$ cat src/rtl/pipe_ctrl.sv
// pipe_ctrl: load-use, jump and mul/div hazard controller for the riscx in-order core.
// Optional perf counters are built when RISCX_PERF_CNT_EN is defined.
`ifndef PC_WIDTH
`define PC_WIDTH 32
`endif
module pipe_ctrl #(
  parameter int PC_WIDTH     = `PC_WIDTH,
  parameter int MDIV_TIMEOUT = 64
) (
  input  logic                clk,
  input  logic                rst_n,
  input  logic                id_rs1_ren_i,
  input  logic                id_rs2_ren_i,
  input  logic [4:0]          id_rs1_raddr_i,
  input  logic [4:0]          id_rs2_raddr_i,
  input  logic                ex_load_i,
  input  logic                ex_rd_wen_i,
  input  logic [4:0]          ex_rd_waddr_i,
  input  logic                ex_jump_i,
  input  logic [PC_WIDTH-1:0] ex_jump_addr_i,
  input  logic                ex_mdiv_start_i,
  input  logic                mdiv_done_i,
  output logic                pc_stall_o,
  output logic                if_id_stall_o,
  output logic                if_id_flush_o,
  output logic                id_ex_stall_o,
  output logic                id_ex_flush_o,
  output logic                pc_redirect_o,
  output logic [PC_WIDTH-1:0] pc_redirect_addr_o,
  output logic                mdiv_err_o,
  output logic [31:0]         stall_cnt_o,
  output logic [31:0]         flush_cnt_o
);
  typedef enum logic {RUN, MDIV_WAIT} state_t;
  state_t     r_state, w_next;
  logic [7:0] r_wdog, w_wdog_next;
  logic       r_err, w_err_next;
  logic       w_lu, w_pc_stall, w_id_ex_stall, w_flush, w_id_ex_flush, w_redirect;
  assign w_lu = ex_load_i & ex_rd_wen_i & (ex_rd_waddr_i != 5'd0) &
                ((id_rs1_ren_i & (id_rs1_raddr_i == ex_rd_waddr_i)) |
                 (id_rs2_ren_i & (id_rs2_raddr_i == ex_rd_waddr_i)));
  always_comb begin
    w_next        = r_state;
    w_wdog_next   = r_wdog;
    w_err_next    = 1'b0;
    w_pc_stall    = 1'b0;
    w_id_ex_stall = 1'b0;
    w_flush       = 1'b0;
    w_id_ex_flush = 1'b0;
    w_redirect    = 1'b0;
    if (r_state == RUN) begin
      if (ex_jump_i) begin
        w_redirect    = 1'b1;
        w_flush       = 1'b1;
        w_id_ex_flush = 1'b1;
      end else if (ex_mdiv_start_i) begin
        w_pc_stall    = 1'b1;
        w_id_ex_stall = 1'b1;
        w_wdog_next   = 8'(MDIV_TIMEOUT - 1);
        w_next        = MDIV_WAIT;
      end else if (w_lu) begin
        w_pc_stall    = 1'b1;
        w_id_ex_flush = 1'b1;
      end
    end else if (mdiv_done_i) begin
      w_next = RUN;
    end else if (r_wdog == 8'd0) begin
      w_err_next = 1'b1;
      w_next     = RUN;
    end else begin
      w_pc_stall    = 1'b1;
      w_id_ex_stall = 1'b1;
      w_wdog_next   = r_wdog - 8'd1;
    end
  end
  always_ff @(posedge clk) begin
    if (!rst_n) begin
      r_state <= RUN;
      r_wdog  <= 8'd0;
      r_err   <= 1'b0;
    end else begin
      r_state <= w_next;
      r_wdog  <= w_wdog_next;
      r_err   <= w_err_next;
    end
  end
  assign pc_stall_o         = rst_n & w_pc_stall;
  assign if_id_stall_o      = rst_n & w_pc_stall;
  assign if_id_flush_o      = rst_n & w_flush;
  assign id_ex_stall_o      = rst_n & w_id_ex_stall;
  assign id_ex_flush_o      = rst_n & w_id_ex_flush;
  assign pc_redirect_o      = rst_n & w_redirect;
  assign pc_redirect_addr_o = (rst_n & w_redirect) ? ex_jump_addr_i : '0;
  assign mdiv_err_o         = rst_n & r_err;
`ifdef RISCX_PERF_CNT_EN
  logic [31:0] r_stall_cnt, r_flush_cnt;
  always_ff @(posedge clk) begin
    if (!rst_n) begin
      r_stall_cnt <= '0;
      r_flush_cnt <= '0;
    end else begin
      if (w_pc_stall && r_stall_cnt != '1) r_stall_cnt <= r_stall_cnt + 32'd1;
      if (w_redirect && r_flush_cnt != '1) r_flush_cnt <= r_flush_cnt + 32'd1;
    end
  end
  assign stall_cnt_o = rst_n ? r_stall_cnt : '0;
  assign flush_cnt_o = rst_n ? r_flush_cnt : '0;
`else
  assign stall_cnt_o = '0;
  assign flush_cnt_o = '0;
`endif
endmodule

$ cat config.mk
export PLATFORM = sky130hd
export DESIGN_NAME = pipe_ctrl
export DESIGN_NICKNAME = d
export VERILOG_FILES = /design/src/rtl/pipe_ctrl.sv
export SDC_FILE = /design/constraint.sdc
export NUM_CORES = 1
export LEC_CHECK = 0
export CAP_MARGIN = 15
export CORE_UTILIZATION = 30
export CTS_CLUSTER_DIAMETER = 100
export DETAILED_ROUTE_END_ITERATION = 12
export PLACE_DENSITY = 0.9
export SLEW_MARGIN = 20
export SYNTH_ARGS = -nofsm -noshare
export SYNTH_HDL_FRONTEND = slang
export SYNTH_SLANG_ARGS = --single-unit
$ cat constraint.sdc
create_clock -name clk -period 3.4 [get_ports clk]
set_input_delay 0.51 -clock clk [delete_from_list [all_inputs] [get_ports clk]]
set_output_delay 0.51 -clock clk [all_outputs]
set_load 0.005 [all_outputs]
After elaboration in Yosys (flattened, before gate mapping) --
Index checks and enable logic that the tools add are counted.
Cells by class: add/sub/neg operators 1, equality and inequality tests 5, mux-type cells 21, bitwise logic cells 13, reduce and logical (&&, ||, !) cells 5
Operators with widths (count):
- 2-to-1 mux 8 bit | 5
- 2-to-1 mux 32 bit | 1
- 2-to-1 mux 1 bit | 15
- AND 1 bit | 10
- equality test 5 bit | 2
- logical NOT 8 bit | 1
- subtractor 8 x 1 -> 8 bit, second input constant | 1
- nonzero test 5 bit | 1
- inequality test 2 bit, second input constant | 2
- AND reduction 4 bit | 1
- OR reduction 3 bit | 1
- inequality test 2 x 1 -> 1 bit, second input constant | 1
- NOT 1 bit | 2
- nonzero test 2 bit | 1
- OR 1 bit | 1
Storage, ports and cells: register bits 10, input port bits 56

Longest topological paths before layout --
Gate-level depths: netlist of the first run.
depth after elaboration 9, mapped depth 7, mapped depth without buffers 6

Worst setup path after synthesis of the first run --
No wires, ideal clock.
kind in2out, start input port ex_rd_waddr_i[3], end output port pc_stall_o, arrival 1.711 ns, data required time 2.890 ns, setup slack 1.179 ns, stages 5, path buffers 1, cell sequence xor2_1 nor4_1 a32oi_1 o41ai_1 buf_4
On the way: longest elaborated chain between the ends 9
RTL lines:
- start: declaration | line 18 | input logic [4:0] ex_rd_waddr_i,
- equality test 5 bit (on tied branches) | line 40, 41
- AND 1 bit (on tied branches) | line 40, 41
- OR 1 bit | line 40 | ((id_rs1_ren_i & (id_rs1_raddr_i == ex_rd_waddr_i)) |
- AND 1 bit (*) | line 39 | assign w_lu = ex_load_i & ex_rd_wen_i & (ex_rd_waddr_i != 5'd0) &
- 2-to-1 mux 1 bit (*) | line 61 | end else if (w_lu) begin
- 2-to-1 mux 1 bit (*) | line 56 | end else if (ex_mdiv_start_i) begin
- 2-to-1 mux 1 bit (*) | line 52 | if (ex_jump_i) begin
- 2-to-1 mux 1 bit (*) | line 51 | if (r_state == RUN) begin
- AND 1 bit (*)
- end: declaration | line 23 | output logic pc_stall_o,
Every way passes the cells marked *; elsewhere a longest branch is shown, timed or not.

Worst setup path in the final report of the first run --
start input port ex_rd_waddr_i[3], end output port if_id_stall_o
On the way: longest elaborated chain between the ends 9
RTL lines:
- equality test 5 bit (on tied branches) | line 40, 41
- AND 1 bit (on tied branches) | line 40, 41
- OR 1 bit | line 40
- AND 1 bit (*) | line 39
- 2-to-1 mux 1 bit (*) | line 61
- 2-to-1 mux 1 bit (*) | line 56
- 2-to-1 mux 1 bit (*) | line 52
- 2-to-1 mux 1 bit (*) | line 51
- AND 1 bit (*) | line 88 | assign if_id_stall_o = rst_n & w_pc_stall;
- end: declaration | line 24 | output logic if_id_stall_o,
Marks and branches as above.

==> run metrics, run 1 <==
Initial DRT Pass Iterations=4; die footprint=4950 um^2; Vert. Die Dim=70.3 um; setup repair bufs after CTS=0; asr flop ratio synth=0%; Largest stage delay, worst path=0.58 ns; sequential share of the synthesized area=14.3%; Vias=1396; period utilization=93.7%; H-tree Lvls=1; core region area=4410 um^2; TritonCTS clock tree=yes; switching share of total power=30.0%; Hold WS=0.503 ns; area grow syn2layout=57.5%; Cell Area, Synth=1400 um^2; pre-CTS setup slack=0.173 ns; TNS Setup=0 ns; share of layout cells above drive strength 1=5.51%; GRT Util Overall=14.9%; Most used DFF post-synth=dfxtp_1; Int Power=0.329 mW; root buffer cell=clkbuf_8; worst IR drop on VDD=0.000108 V; synth top area cells=buf_4 35%, and3_1 15%, dfxtp_1 14%; vias in the first global route=1302; Final setup viols=0; Final Skew=0.00156 ns; drt first-iter violations=106; worst-path cell chain=clkdlybuf4s50_1 -> xor2_1 -> nor4_1 -> a32oi_1 -> o41ai_1 -> clkdlybuf4s50_1; worst-path maximum fanout=3; area occupied by multi-input gates=900 um^2; Initial Util=31.7%; gpl congestion=0.876; Ports=159; initial antenna violation count=0; Startpoint Class=primary input; final slew viol count=0; final worst path period need=3.19 ns; flops & latches, synth=10; hold_buf cts=0; # nets final=332; part of the power in combinational logic=45.0%; clock transition at the registers of the reported paths=0.05 ns; Final Hold Viols=0; Buffers on Ports=94; Clock Tree Buf Depth=2; Std-Cell Rows=24; Mean Syn Cell Area=7.83 um^2; number of cells on the worst reg-to-reg path=6; Crit path top cell by count=clkdlybuf4s50_1; CTS buffer count=3; GRT Residual Overflow=0; Hold Crit Depth=1; P_sw=0.141 mW; # resized after CTS=0; # diodes=0; fill count=412; f_max=314 MHz; Synth area leader=buf_4; Setup WS post-layout=0.213 ns; Die X=70.3 um; Clk network pwr share=26.2%; P per Cell Area=213 nW/um^2; LEAKAGE=1.05 nW; maxcap violations=0; first-pass GRT wire length=5.98 mm; clk sinks=10; worst hold path startpoint=r_wdog[0]; antenna-violating nets left=0; Worst Path Required=2.89 ns; status=complete, no violations; Post-synth EDFFs=0; vias per std cell=4.31; top-area cell type share of the netlist area=35.4%; Yosys Warn Count=0; Worst Setup Path Type=primary input to output port; RSZ-0062 raised after global routing=false; Hold Crit Class=flip-flop to flip-flop; CP max stage cell=clkdlybuf4s50_1; Register Area=200 um^2; pin count of the biggest net entering global routing=33; DRC viols=0; Distinct cells, synth=36; Critical Path End Type=output port; hpwl dp=3.30 mm; R2R Path End=r_wdog[4]; Syn Inst Count=179; crit path DAT=2.68 ns; reg2reg start=r_wdog[0]; clk_lat worst skew=0.24 ns; Routed WL per cell=11.9 um; Total Wirelength=3.85 mm; hold endpoint=r_wdog[0]; Flop pwr share=28.7%; r2r setup slk=1.68 ns
-- layout make-up --
| type | instances | share of cell area, % |
|---|---|---|
| Tap cell | 52 | 2.95 |
| Multi-Input combinational cell | 154 | 40.8 |
| Clock buffer | 3 | 1.87 |
| Timing Repair Buffer | 99 | 44.3 |
| Sequential cell | 10 | 9.07 |
| Inverter | 6 | 1.02 |
-- placed cells by master (no fill, tap or decap), types with 2 or more instances in the layout --
cell,instances
clkdlybuf4s50_1,94
conb_1,64
and3_1,34
dfxtp_1,10
xor2_1,9
inv_1,6
buf_4,5
nor2_1,4
nand3_1,3
nor3_1,3
a211oi_1,3
clkbuf_8,3
and2_1,2
nor3b_2,2
nor4_1,2
xnor2_1,2
o41ai_1,2
or3_1,2
a311oi_1,2
ha_1,2
-- stage by stage --
stage | power, mW | cells | utilization [%] | area [um^2]
global placement | 0.342 | 321 | 49.1 | 2170
CTS | 0.469 | 324 | 50.0 | 2210
finish | 0.470 | 324 | 50.0 | 2210
floorplan | 0.276 | 242 | - | 1640
global route | 0.498 | 324 | 50.0 | 2210
detailed placement | 0.348 | 321 | 49.1 | 2170
-- kinds of logic (layout without fill, tap and decap cells) --
| group | Yosys count | count (layout) | synth area share, % |
|---|---|---|---|
| multiplexers | 1 | 1 | 0.714 |
| flip-flops | 10 | 10 | 14.3 |
| buffers and inverters | 78 | 108 | 38.6 |
| AND/OR/NAND/NOR | 63 | 63 | 29.6 |
| other | 1 | 64 | 0.268 |
| AO/OA/AOI/OAI | 13 | 13 | 7.95 |
| adder cells (fa/ha/maj) | 2 | 2 | 1.79 |
| XOR/XNOR | 11 | 11 | 6.88 |
-- critical path: cells and delay by family --
| family | cells | cell delay (ns) |
|---|---|---|
| AOI/OAI and AO/OA | 2 | 0.64 |
| buffers and inverters | 2 | 1.05 |
| xor gates and xnor gates | 1 | 0.19 |
| and+or+nand+nor | 1 | 0.29 |
-- state kept, by name (all words and copies together) (netlist names) --
register  count
r_wdog        8
r_err         1
r_state       1
-- power by group through the flow --
stage,Sequential [mW],Clock [mW],Combinational [mW]
after floorplan,0.135,0,0.141
after global placement,0.137,0,0.206
after detailed placement,0.137,0,0.211
after CTS,0.135,0.122,0.212
after global routing,0.136,0.128,0.234
final,0.135,0.123,0.212
-- metal layers --
| metal | global-route usage, % | wire length (um) | vias up | part of all wire [%] |
|---|---|---|---|---|
| met5 | 0 | 0 | - | 0 |
| met4 | 4.00 | 42 | 0 | 1.1 |
| met3 | 3.32 | 327 | 5 | 8.5 |
| met2 | 27.3 | 2010 | 98 | 52 |
| met1 | 17.0 | 1470 | 617 | 38 |
| li1 | - | - | 676 | - |
-- cell usage after synthesis (2+ instances only) --
master	number
nor3b_2	2
o41ai_1	2
xnor2_1	2
ha_1	2
buf_4	66
dfxtp_1	10
xor2_1	9
nor2_1	4
nand3_1	3
clkbuf_1	6
a311oi_1	2
and3_1	34
inv_1	6
and2_1	2
a211oi_1	3
nor2b_1	2
or3_1	2
nor4_1	2
nor3_1	3
-- worst max path at each step --
stage	startpoint	endpoint	slack (ns)	cells past startpoint
final	ex_rd_waddr_i[3]	if_id_stall_o	0.21	6
after global routing	ex_rd_waddr_i[2]	if_id_stall_o	0.05	6
after floorplan	ex_rd_waddr_i[3]	pc_stall_o	1.18	5
after CTS	ex_rd_waddr_i[2]	if_id_stall_o	0.15	6
after detailed placement	ex_rd_waddr_i[3]	if_id_stall_o	0.17	6
after global placement	ex_rd_waddr_i[3]	pc_stall_o	0.30	6
(Power assumes the default switching activity.)
==> run 2: changes to the inputs <==
--- a/config.mk
+++ b/config.mk
@@ -5,8 +5,9 @@
 export SDC_FILE = /design/constraint.sdc
 export NUM_CORES = 1
 export LEC_CHECK = 0
+export ABC_AREA = 1
 export CAP_MARGIN = 15
-export CORE_UTILIZATION = 30
+export CORE_UTILIZATION = 32
 export CTS_CLUSTER_DIAMETER = 100
 export DETAILED_ROUTE_END_ITERATION = 12
 export PLACE_DENSITY = 0.9
==> run 2 against run 1 <==
Against the previous run:
- setup slack better by 0.17 ns
- count of clock-buffer cells in the layout up 1
- synthesized area up 14%
- critical path depth unchanged
- sequential power about the same
- core utilization up 0.29 points
- combinational power up 17%
==> run metrics, run 2 <==
GRT Util Overall=15.8% (+0.90 points); die footprint=5260 um^2 (+6.4%); crit path buf inv count=4 (+2); Buffers on Ports=94 (unchanged); # nets final=428 (+29%); Vias=1713 (+23%); top-area cell type share of the netlist area=31.1% (-4.2 points); Commonest cells post-synth=66 x buf_4, 55 x inv_1, 50 x nor2_1; worst hold path startpoint=r_wdog[0]; Top reg by flops=r_wdog; Post-synth EDFFs=0 (unchanged); commonest non-fill, non-tap cell in the layout=clkdlybuf4s50_1; Initial Util=33.5% (+1.8 points); sequential share of the synthesized area=12.6% (-1.7 points); fill count=491 (+19%); max reg flops=8 (unchanged); Std-Cell Rows=25 (+4.2%); worst-path cell chain=clkdlybuf4s50_1 -> inv_1 -> nor3_1 -> inv_2 -> nor2_1 -> clkdlybuf4s50_1; Slew HR=65.2%; asr flop ratio synth=0% (unchanged); # resized after CTS=0 (unchanged); worst IR drop on VDD=0.000194 V (+80%); drt first-iter violations=50 (-53%); Hold Crit Class=flip-flop to flip-flop; Total Wirelength=4.61 mm (+20%); Hold Crit Depth=2 (+1); crit path DAT=2.51 ns (-0.17 ns); hold_buf cts=0 (unchanged); clk_lat worst skew=0.24 ns (about the same); Final setup viols=0 (unchanged); Initial DRT Pass Iterations=5 (+1); DRC viols=0 (unchanged); vias per std cell=3.93 (-8.8%); flops & latches, synth=10 (unchanged); vias in the first global route=1425 (+9.4%); Crit path top cell by count=clkdlybuf4s50_1; Worst Path Required=2.89 ns (about the same); hold endpoint=r_wdog[0]; clock transition at the registers of the reported paths=0.05 ns (about the same); H-tree Lvls=1 (unchanged); biggest regs=r_wdog: 8 flops, r_err: 1 flops, r_state: 1 flops; status=complete, no violations; reg2reg start=r_wdog[0]; Distinct cells, synth=28 (-22%); # diodes=0 (unchanged); Routed WL per cell=10.6 um (-11%); Cell Area, Synth=1590 um^2 (+14%); Syn Inst Count=278 (+55%); core region area=4750 um^2 (+7.7%); Final Skew=0.00206 ns (+0.000500 ns); Worst Setup Path Type=primary input to output port; hpwl dp=3.94 mm (+19%); Yosys Warn Count=0 (unchanged); Clock Tree Buf Depth=2 (unchanged); P per Cell Area=223 nW/um^2 (+4.9%); synth top area cells=buf_4 31%, inv_1 13%, dfxtp_1 13%; Ports=159 (unchanged); root buffer cell=clkbuf_8; Largest stage delay, worst path=0.55 ns (-0.03 ns); maxcap violations=0 (unchanged); most frequent cells in the layout=94 x clkdlybuf4s50_1, 64 x conb_1, 55 x inv_1, 50 x nor2_1, 38 x nand2_1; Vert. Die Dim=72.6 um (+3.1%); antenna-violating nets left=0 (unchanged); Final Hold Viols=0 (unchanged); TritonCTS clock tree=yes; Most used DFF post-synth=dfxtp_1; period utilization=88.8% (-4.9 points); share of layout cells above drive strength 1=4.34% (-1.2 points); r2r setup slk=1.79 ns (+0.11 ns); gpl congestion=0.853 (-2.6%); Hold WS=0.486 ns (-0.0169 ns); worst-path maximum fanout=33 (+30); f_max=331 MHz (+5.6%); CP delay by family, top=buffers and inverters; initial antenna violation count=0 (unchanged); final worst path period need=3.02 ns (-0.168 ns); RSZ-0062 raised after global routing=false; GRT Residual Overflow=0 (unchanged); setup repair bufs after CTS=0 (unchanged); number of cells on the worst reg-to-reg path=9 (+3); CTS buffer count=3 (unchanged); count leader, synth=buf_4; CP max stage cell=clkdlybuf4s50_1; R2R Path End=r_wdog[7]; final slew viol count=0 (unchanged); Critical Path End Type=output port; Startpoint Class=primary input; LEAKAGE=1.26 nW (+20%); Die X=72.6 um (+3.1%); pin count of the biggest net entering global routing=34 (+3.0%); first-pass GRT wire length=6.44 mm (+7.7%); Synth area leader=buf_4; Tightest Pin Transition=0.521 ns; area grow syn2layout=50.1%; clk sinks=10 (unchanged); TNS Setup=0 ns (unchanged); Mean Syn Cell Area=5.73 um^2 (-27%)
-- run 2: cell count changes in the layout (fill, tap and decap cells not counted), sizes merged, moves of 4 or more --
cell,before,now
buf,5,1
o21ai,1,8
inv,6,57
nor2,4,54
nand2,0,40
a21oi,1,7
a211oi,4,0
nand3,3,13
xor2,9,1
and3,34,0
-- run 2: worst max path at each step --
stage	start	end	slack [ns]	cells after the start
6_report	rst_n	pc_redirect_addr_o[1]	0.38	6
5_1_grt	rst_n	pc_redirect_addr_o[31]	0.17	6
4_1_cts	rst_n	pc_redirect_addr_o[31]	0.35	6
3_5_place_dp	rst_n	pc_redirect_addr_o[31]	0.36	6
3_3_place_gp	rst_n	pc_redirect_addr_o[1]	0.38	6
2_1_floorplan	r_wdog[0]	pc_stall_o	1.60	8
-- run 2: cell families after synthesis --
kind of cell	after synthesis	share of synthesized area, %
AOI/OAI and AO/OA	16	5.89
xor gates and xnor gates	3	1.65
adders and majority gates	2	1.57
buffers and inverters	129	46.9
DFF	10	12.6
other	1	0.235
and+or+nand+nor	117	31.2
-- run 2: metrics by stage --
stage | std cells | area [um^2] | utilization, % | total power, mW | worst slack [ns]
4_1_cts | 436 | 2390 | 50.3 | 0.535 | 0.345
2_1_floorplan | 341 | 1830 | - | 0.312 | 1.60
3_3_place_gp | 432 | 2340 | 49.1 | 0.378 | 0.380
3_5_place_dp | 432 | 2340 | 49.1 | 0.383 | 0.359
5_1_grt | 436 | 2390 | 50.3 | 0.567 | 0.170
6_report | 436 | 2390 | 50.3 | 0.534 | 0.381
-- run 2: worst min-delay path: stages (launching register included) --
cell,delay [ns]
dfxtp_1,0.31
nand2_1,0.06
a21oi_1,0.06
-- run 2: cell type report --
class	instances	area, um^2	share of cell area, %
Multi-Input combinational cell	202	882	36.9
Inverter	58	221	9.26
Clock buffer	4	55.1	2.30
Timing Repair Buffer	95	948	39.7
Sequential cell	10	200	8.37
Tap cell	67	83.8	3.51
-- run 2: power by group --
group / internal, mW / leakage (nW) / switching, mW
sequential: 0.125 / 0.0820 / 0.00961
clock: 0.102 / 0.0288 / 0.0487
combinational: 0.129 / 1.15 / 0.120
-- run 2: per-layer routing --
metal | track usage, % | wire, um | part of all wire [%] | up-vias
met3 | 2.36 | 423 | 9.2 | 7
met4 | 5.01 | 55 | 1.2 | 0
met5 | 0 | 0 | 0 | -
met1 | 18.1 | 1780 | 39 | 735
met2 | 29.6 | 2350 | 51 | 100
li1 | - | - | - | 871
